File: src/rtl/opd_pkg.sv
// Shared types and constants for the OPD signal chain (ADC reader and filter).
package opd_pkg;

  // Width of one ADC conversion word; the input filter is built for this width.
  localparam int OPD_DATA_WIDTH = 24;

  // ADC reader frame sequencer states.
  typedef enum logic [1:0] {
    IDLE    = 2'd0,
    CONVERT = 2'd1,
    SHIFT   = 2'd2,
    DONE    = 2'd3
  } adc_state_t;

  // One signed sample as exchanged between reader and filter.
  typedef logic signed [OPD_DATA_WIDTH-1:0] sample_t;

  // Cycle index (relative to the frame start cycle) in which the tick pulses.
  function automatic int frame_tick_cycle(input int conv_cycles,
                                          input int clk_div,
                                          input int data_width);
    return conv_cycles + 2 * clk_div * data_width + 1;
  endfunction

endpackage

File: src/rtl/opd_sclk_gen.sv
// Serial clock divider: while enabled, produces sclk (low CLK_DIV cycles,
// then high CLK_DIV cycles per bit) plus single-cycle strobes marking the
// edge that raises sclk and the edge that ends a bit.
module opd_sclk_gen #(
  parameter int CLK_DIV = 4
) (
  input  logic clk_i,
  input  logic reset_i,
  input  logic en_i,
  output logic sclk_o,
  output logic rise_o,
  output logic bit_done_o
);

  localparam int DW = (CLK_DIV > 1) ? $clog2(CLK_DIV) : 1;
  localparam logic [DW-1:0] DIV_LAST = DW'(CLK_DIV - 1);

  logic [DW-1:0] div_q, div_d;
  logic          phase_q, phase_d;
  logic          wrap;

  assign wrap = (div_q == DIV_LAST);

  // Next-state: count within a half-period, flip phase at each wrap; park at
  // phase 0 / count 0 whenever disabled so every burst starts with a low half.
  always_comb begin
    div_d   = div_q;
    phase_d = phase_q;
    if (!en_i) begin
      div_d   = '0;
      phase_d = 1'b0;
    end else if (wrap) begin
      div_d   = '0;
      phase_d = ~phase_q;
    end else begin
      div_d = div_q + 1'b1;
    end
  end

  // Divider state registers.
  always_ff @(posedge clk_i) begin
    if (reset_i) begin
      div_q   <= '0;
      phase_q <= 1'b0;
    end else begin
      div_q   <= div_d;
      phase_q <= phase_d;
    end
  end

  // sclk is the phase register itself, so it is glitch-free and registered.
  assign sclk_o     = phase_q;
  // Strobes qualify the edge that ends the low half (sclk rises) and the
  // edge that ends the high half (bit complete).
  assign rise_o     = en_i & ~phase_q & wrap;
  assign bit_done_o = en_i &  phase_q & wrap;

endmodule

File: src/rtl/opd_adc_reader.sv
// OPD front end: sequences convert / chip-select / serial-clock to a 24-bit
// serial ADC, shifts the word in MSB-first and presents it with a tick.
module opd_adc_reader
  import opd_pkg::*;
#(
  parameter int DATA_WIDTH    = OPD_DATA_WIDTH,
  parameter int CLK_DIV       = 4,
  parameter int CONV_CYCLES   = 50,
  parameter int SAMPLE_PERIOD = 400
) (
  input  logic                  clk_i,
  input  logic                  reset_i,
  input  logic                  enable_i,
  input  logic                  sdo_i,
  output logic                  cnv_o,
  output logic                  cs_n_o,
  output logic                  sclk_o,
  output logic [DATA_WIDTH-1:0] data_o,
  output logic                  tick_o
);

  // Parameter sanity: the frame must fit inside one sample period.
  if (DATA_WIDTH != OPD_DATA_WIDTH) begin : g_bad_width
    $error("opd_adc_reader: DATA_WIDTH must equal OPD_DATA_WIDTH");
  end
  if (CLK_DIV < 1) begin : g_bad_div
    $error("opd_adc_reader: CLK_DIV must be at least 1");
  end
  if (CONV_CYCLES < 1) begin : g_bad_conv
    $error("opd_adc_reader: CONV_CYCLES must be at least 1");
  end
  if (SAMPLE_PERIOD <= frame_tick_cycle(CONV_CYCLES, CLK_DIV, DATA_WIDTH) + 1) begin : g_bad_period
    $error("opd_adc_reader: SAMPLE_PERIOD too short for one frame");
  end

  localparam int PW = $clog2(SAMPLE_PERIOD + 1);
  localparam int CW = $clog2(CONV_CYCLES + 1);
  localparam int BW = $clog2(DATA_WIDTH + 1);

  localparam logic [PW-1:0] PCNT_LAST = PW'(SAMPLE_PERIOD - 1);
  localparam logic [CW-1:0] CONV_LAST = CW'(CONV_CYCLES - 1);
  localparam logic [BW-1:0] BIT_LAST  = BW'(DATA_WIDTH - 1);

  adc_state_t              state_q;
  logic [PW-1:0]           pcnt_q, pcnt_d;
  logic [CW-1:0]           conv_q;
  logic [BW-1:0]           bit_q;
  logic [DATA_WIDTH-1:0]   sr_q, sr_d;
  logic [DATA_WIDTH-1:0]   data_q;
  logic                    cnv_q, cs_n_q, tick_q;
  logic                    sclk_en, sclk_rise, bit_done;

  // Serial clock only runs while the word is being shifted out of the ADC.
  assign sclk_en = (state_q == SHIFT);

  opd_sclk_gen #(
    .CLK_DIV (CLK_DIV)
  ) u_sclk (
    .clk_i      (clk_i),
    .reset_i    (reset_i),
    .en_i       (sclk_en),
    .sclk_o     (sclk_o),
    .rise_o     (sclk_rise),
    .bit_done_o (bit_done)
  );

  // Free-running period counter; frames may only start where it reads zero.
  assign pcnt_d = (pcnt_q == PCNT_LAST) ? '0 : pcnt_q + 1'b1;

  // Period counter register, independent of enable.
  always_ff @(posedge clk_i) begin
    if (reset_i) pcnt_q <= '0;
    else         pcnt_q <= pcnt_d;
  end

  // Shift in one ADC bit on each edge that raises sclk, MSB arriving first.
  assign sr_d = sclk_rise ? {sr_q[DATA_WIDTH-2:0], sdo_i} : sr_q;

  // Shift register; cleared on reset so an aborted frame leaves nothing behind.
  always_ff @(posedge clk_i) begin
    if (reset_i) sr_q <= '0;
    else         sr_q <= sr_d;
  end

  // Frame sequencer with registered strobes; outputs change on the same edge
  // as the state so each phase lines up exactly with its state.
  always_ff @(posedge clk_i) begin
    if (reset_i) begin
      state_q <= IDLE;
      cnv_q   <= 1'b0;
      cs_n_q  <= 1'b1;
      tick_q  <= 1'b0;
      data_q  <= '0;
      conv_q  <= '0;
      bit_q   <= '0;
    end else begin
      tick_q <= 1'b0;
      case (state_q)
        IDLE: begin
          if (pcnt_q == '0 && enable_i) begin
            state_q <= CONVERT;
            cnv_q   <= 1'b1;
            conv_q  <= '0;
          end
        end
        CONVERT: begin
          if (conv_q == CONV_LAST) begin
            state_q <= SHIFT;
            cnv_q   <= 1'b0;
            cs_n_q  <= 1'b0;
            bit_q   <= '0;
          end else begin
            conv_q <= conv_q + 1'b1;
          end
        end
        SHIFT: begin
          if (bit_done) begin
            if (bit_q == BIT_LAST) begin
              // Last bit was captured on its rising edge; publish the word.
              state_q <= DONE;
              cs_n_q  <= 1'b1;
              tick_q  <= 1'b1;
              data_q  <= sr_q;
            end else begin
              bit_q <= bit_q + 1'b1;
            end
          end
        end
        DONE: begin
          state_q <= IDLE;
        end
        default: begin
          state_q <= IDLE;
        end
      endcase
    end
  end

  assign cnv_o  = cnv_q;
  assign cs_n_o = cs_n_q;
  assign tick_o = tick_q;
  assign data_o = data_q;

endmodule

File: config.mk
export PLATFORM = sky130hd
export DESIGN_NAME = opd_adc_reader
export DESIGN_NICKNAME = d
export VERILOG_FILES = /design/src/rtl/opd_pkg.sv /design/src/rtl/opd_sclk_gen.sv /design/src/rtl/opd_adc_reader.sv
export SDC_FILE = /design/constraint.sdc
export NUM_CORES = 1
export LEC_CHECK = 0
export ABC_AREA = 1
export BUFFER_PORTS_ARGS = -buffer_cell sky130_fd_sc_hd__buf_2
export CAP_MARGIN = 20
export CELL_PAD_IN_SITES_DETAIL_PLACEMENT = 0
export CELL_PAD_IN_SITES_GLOBAL_PLACEMENT = 1
export CORE_ASPECT_RATIO = 0.9
export CORE_MARGIN = 3
export CORE_UTILIZATION = 47
export DETAILED_ROUTE_END_ITERATION = 8
export GPL_ROUTABILITY_DRIVEN = 0
export GPL_TIMING_DRIVEN = 0
export PLACE_DENSITY = 0.83
export SLEW_MARGIN = 0
export SYNTH_ARGS = -nofsm -noshare
export SYNTH_HDL_FRONTEND = slang
export SYNTH_SLANG_ARGS = --single-unit
File: constraint.sdc
create_clock -name clk_i -period 3.2 [get_ports clk_i]
set_input_delay 0.32 -clock clk_i [delete_from_list [all_inputs] [get_ports clk_i]]
set_output_delay 0.32 -clock clk_i [all_outputs]
set_load 0.02 [all_outputs]
* Yosys cells after proc, flatten, opt, wreduce, memory -nomap -nowiden
Index checks and enable logic that the tools add are counted.
** Operators by class
- Add/sub/neg operators :: 4
- Eq/ne operators :: 13
- Muxes and demuxes :: 19
- Bitwise operators :: 7
- Reductions and logical operators :: 15
** Operator list (count)
- 5-bit 2-to-1 mux :: 3
- 6-bit 2-to-1 mux :: 2
- 2-bit != test, second input constant :: 6
- 6-bit case mux with 2 select lines :: 1
- 4-bit AND reduction :: 3
- 5-bit case mux with 2 select lines :: 1
- 9-bit by 1-bit adder with 9-bit output, second input constant :: 1
- 9-bit equality test, second input constant :: 1
- 9-bit zero test :: 1
- 3-bit AND reduction :: 3
- 2-bit 2-to-1 mux :: 4
- 2-bit case mux with 4 select lines :: 1
- 6-bit by 1-bit adder with 6-bit output, second input constant :: 1
- 2-bit equality test, second input constant :: 3
- 6-bit equality test, second input constant :: 1
- 3-bit OR reduction :: 2
- 5-bit by 1-bit adder with 5-bit output, second input constant :: 1
- 5-bit equality test, second input constant :: 1
- 1-bit 2-to-1 mux :: 5
- 1-bit bitwise AND :: 4
- 1-bit case mux with 2 select lines :: 2
- 2-bit nonzero test :: 2
- 2-bit OR reduction :: 2
- 1-bit NOT :: 3
- 4 further kinds :: 4
** Word-level totals
- Flip-flop bits (word level) :: 76
- Input port bits :: 4
- Output and inout port bits :: 28
- Word-level logic and storage cells :: 69

* Logic depth before layout (Yosys ltp)
- Depth after elaboration :: 5
- Depth in mapped cells :: 10
- Depth with buffers taken out :: 10

* By module
From an unflattened synthesis, not the netlist that was laid out.
** Unflattened totals
- Cell total of the unflattened synthesis :: 439
- Area, all modules :: 3294.4 um^2
** By module, submodules not included
- opd_adc_reader :: instances 1, cells each 418, area each 3138.0 um^2, sequential area each 1461.4 um^2
- opd_sclk_gen :: instances 1, cells each 21, area each 156.4 um^2, sequential area each 60.1 um^2

* Worst setup path before layout
Ideal clock, no wire load.
- Path type :: register to register
- Start :: reg state_q[0]
- End :: reg data_q[13], in the netlist data_o[13]
- Setup time :: 118 ps
- Arrival time :: 1259 ps
- Required time :: 3082 ps
- Setup slack :: 1823 ps
- Stages on the path, launching flop included :: 10
- Buffers on the path :: 2
- Clock period less this slack :: 1377 ps
- Cell sequence :: dfxtp_1 > inv_1 > ha_1 > inv_2 > nor2_2 > nand2_2 > inv_4 > buf_12 > buf_12 > a21oi_2
** Between the ends
- Longest elaborated chain between the ends :: 4
** Ends and longest elaborated chain
- start, declared :: line opd_adc_reader.sv:44 : adc_state_t state_q;
- start signal, assigned :: line opd_adc_reader.sv:89 : state_q <= IDLE;
- start signal, assigned :: line opd_adc_reader.sv:101 : state_q <= CONVERT;
- start signal, assigned :: line opd_adc_reader.sv:108 : state_q <= SHIFT;
- 2-bit equality test (*) :: line opd_adc_reader.sv:54 : assign sclk_en = (state_q == SHIFT);
- net sclk_en :: line opd_adc_reader.sv:51 : logic sclk_en, sclk_rise, bit_done;
- 1-bit bitwise AND (2 in series) :: line opd_sclk_gen.sv:56 : assign bit_done_o = en_i & phase_q & wrap;
- 3-bit AND reduction (no source line) (*)
- end signal, assigned :: line opd_adc_reader.sv:123 : data_q <= sr_q;
- end, declared :: line opd_adc_reader.sv:49 : logic [DATA_WIDTH-1:0] data_q;
The timed path passes the listed nets; every way through them passes the cells marked *.
A chain may end at the register's enable or synchronous reset.

* Worst setup path in the final report
- Start :: reg state_q[0]
- End :: reg sr_q[2]
** Between the ends
- Longest elaborated chain between the ends :: 3
** Ends and longest elaborated chain
- 2-bit equality test :: line opd_adc_reader.sv:54
- net sclk_en :: line opd_adc_reader.sv:51
- 1-bit bitwise AND (2 in series) :: line opd_sclk_gen.sv:55 : assign rise_o = en_i & ~phase_q & wrap;
- end signal, assigned :: line opd_adc_reader.sv:82 : else sr_q <= sr_d;
- end, declared :: line opd_adc_reader.sv:48 : logic [DATA_WIDTH-1:0] sr_q, sr_d;
The timed path passes the listed nets, and every way through them passes these cells.

==> impl_results.md <==
* Cell area after synthesis at roughly 3300 um^2
* Max_slew headroom at ~70%
* Worst min path class: in -> reg
* Routed WL per cell at ~12 um
* Layout cells sized above 1 at a little under a quarter
* CTS root buf: clkbuf_8
* Post-CTS Setup Bufs at 0
* Post-Layout Cell Count at roughly 530
* Initial antenna violation count at 0
* Setup total negative slack at 0 ns
* Run status: complete, no violations
* Fin. Hold Viols at 0
* TritonRoute pass-1 iters at 4
* Buf+Inv Stages, Crit Path at 3
* Port bufs at 30
* Post_cts resized at 0
* Clock transition at the registers of the reported paths at ~0.09 ns
* Final number of setup-violating endpoints at 0
* Final instance area at 3740 um^2
* Worst setup SP type: flop
* Die X at 93.9 um
* Largest net degree at the start of global routing at 16
* Hold buffers post-CTS at 0
* Drc violations at 0
* Syn avg cell area at 8.21 um^2
* Least-Margin Pin Slew at approximately 0.47 ns
* CP Max Fanout at 10
* CTS tree: done
* Starting Density at about 50%
* Dpl cells at about 520
* Clock sink total at 76
* Vias at 2618
* Drt total wl at approximately 6400 um
* Core Rows at 28
* Gr busiest metal: met2
* Power Dens Cells at 576 nW/um^2
* Final-stage net count at ~450
* Post-DP HPWL at approximately 4500 um
* Critical path class: reg -> reg
* Area after DPL at approximately 3500 um^2
* Synth warn at 0
* Worst path slowest cell: clkbuf_1
* First-pass GRT wire length at around 11000 um
* Final Cycle Share at approximately 53%
* Skew final at about 0.011 ns
* Clock latency on the worst-skew pair at between 0.3 and 0.4 ns
* Count of final max-slew check failures at 0
* P&R area growth vs syn at 14.4%
* Antenna viol nets, final at 0
* H-tree depth at 3
* Met1 Use GR at ~23%
* Die Area at 7990 um^2
* Met3 GRT Util at between 4 and 5%
* Clock Tree Buf Depth at 2
* Highest clock rate at 588 MHz
* Tmin final at 1.70 ns
* RSZ-0062 raised after global routing: false
* Crit-path leading delay family: buffers and inverters
* Maximum vdd drop at ~330 uV
* WP data required at about 3.5 ns
* Ports at 32
* CP endpoint kind: flop
* Diode count at 0
* Fill count at about 640
* Library cells used by synthesis at 29
* Synth Register Bits at 76
* Met2 Use GR at 28.2%
* Gr ovfl total at 0
* Vias in the first global route at 2496
* Post-Syn Nets at between 400 and 500
* Die H at roughly 85 um
* Vias/cell at between 4 and 5
* CP cell instances: inv_1 > ha_1 > inv_2 > nor2_1 > nand2_1 > clkbuf_1 > o21ai_0 > a21oi_1
* CORE AREA at 6660 um^2
* Tot GR Track Use at 17.8%
* Total CTS buffers at 9
* Max-Cap Viols at 0
* Crit path largest cell delay at approximately 0.37 ns
* Critical Path AT at 1.99 ns
* Sequential cell area fraction in the yosys report at a little under half
* Lkg Pwr at 1.49 nW
* First DRT Iteration DRCs at about 150
* Mapped Cells at about 400
==> state kept, by name, indices dropped and copies added (netlist names) <==
name / cells
sr_q: 24
u_sclk.sclk_o: 1
cs_n_o: 1
state_q: 2
tick_o: 1
pcnt_q: 9
cnv_o: 1
conv_q: 6
u_sclk.div_q: 2
data_o: 24
bit_q: 5
==> path summary, 6_finish.rpt <==
| kind | from | to | slack, ns | cells after the start |
|---|---|---|---|---|
| max | state_q[0] | sr_q[2] | 1.50 | 8 |
| min | reset_i | bit_q[3] | 0.25 | 2 |
| max reg2reg | state_q[0] | sr_q[2] | 1.50 | 8 |
| min reg2reg | u_sclk.div_q[0] | u_sclk.div_q[0] | 0.43 | 1 |
==> cell usage in the layout, fill, tap and decap left out, types with 2 or more instances in the layout <==
cell / instances
xnor2_1: 2
clkbuf_8: 9
xor2_1: 2
buf_4: 3
nor2_1: 38
nor3b_1: 2
inv_1: 48
clkinvlp_4: 2
inv_6: 3
o21ai_1: 24
nand2_4: 5
nand2_2: 3
ha_1: 10
o21ai_0: 28
nor3_1: 4
buf_12: 2
buf_6: 3
o21ai_2: 4
nand3_1: 20
a21oi_2: 22
nand4_1: 4
a21oi_1: 37
dfxtp_1: 76
nor2_2: 3
nand2_1: 40
clkbuf_1: 4
inv_2: 5
buf_2: 35
==> per-stage QoR <==
stage | util (%) | hold WS (ns) | power, W | setup slack [ns]
final | 56.2 | 0.248 | 0.00216 | 1.50
after global routing | 56.2 | 0.264 | 0.00228 | 1.27
after CTS | 56.2 | 0.234 | 0.00218 | 1.49
after detailed placement | 53.1 | 0.425 | 0.00141 | 1.53
after global placement | 53.1 | 0.412 | 0.00141 | 1.55
after floorplan | - | 0.402 | 0.00133 | 1.82
==> cell usage after synthesis <==
master,n,area [um^2]
a21oi_1,37,185
inv_4,1,6.26
nor3b_1,2,15.0
o21ai_1,24,120
a21oi_2,22,193
nand3_1,20,100
nand2_2,3,18.8
dfxtp_1,76,1520
nor3b_2,1,12.5
xor2_1,2,17.5
buf_2,5,25.0
o21ai_2,4,35.0
inv_2,5,18.8
nor2_2,3,18.8
clkbuf_1,4,15.0
inv_1,48,180
nor2_1,38,143
nand3_2,1,10.0
nand2_4,5,56.3
buf_4,3,22.5
o21ai_0,28,140
nand2_1,40,150
nand4_1,4,25.0
buf_6,3,33.8
xnor2_1,2,17.5
nor3_1,4,20.0
clkinv_1,1,3.75
ha_1,10,125
buf_12,2,40.0
==> cell type report <==
type / count / area, um^2 / area share (%)
inverters: 55 / 209 / 5.59
plain buffers: 17 / 136 / 3.65
flip-flops and latches: 76 / 1520 / 40.7
clock buffers: 9 / 124 / 3.31
well taps: 90 / 113 / 3.01
multi-input cells: 250 / 1400 / 37.5
repair buffers: 30 / 150 / 4.02
clock inverters: 7 / 82.6 / 2.21
==> metal layers <==
metal | vias to the layer above | wire length, um
met4 | 0 | 83
met1 | 1180 | 3090
met5 | - | 0
li1 | 1387 | -
met3 | 8 | 255
met2 | 43 | 2930
==> worst register-to-register path, stage by stage (launching register included) <==
cell      delay (ns)
dfxtp_1         0.34
inv_1           0.09
ha_1            0.25
inv_2           0.15
nor2_1          0.06
nand2_1         0.10
clkbuf_1        0.37
o21ai_0         0.15
a21oi_1         0.14
==> power by group <==
part / internal [W] / total [W] / switching [W] / leakage [nW]
Clock: 0.000374 / 0.000764 / 0.000391 / 0.0988
Combinational: 0.000123 / 0.000376 / 0.000252 / 0.776
Sequential: 0.000983 / 0.00101 / 0.0000318 / 0.614
==> logic make-up after synthesis <==
group,share of synthesized area [%]
XOR/XNOR,1.07
AO/OA/AOI/OAI,20.6
buffers and inverters,10.6
flip-flops,46.5
adder cells (fa/ha/maj),3.83
AND/OR/NAND/NOR,17.4
No activity file was read; power rests on OpenSTA's default activity.
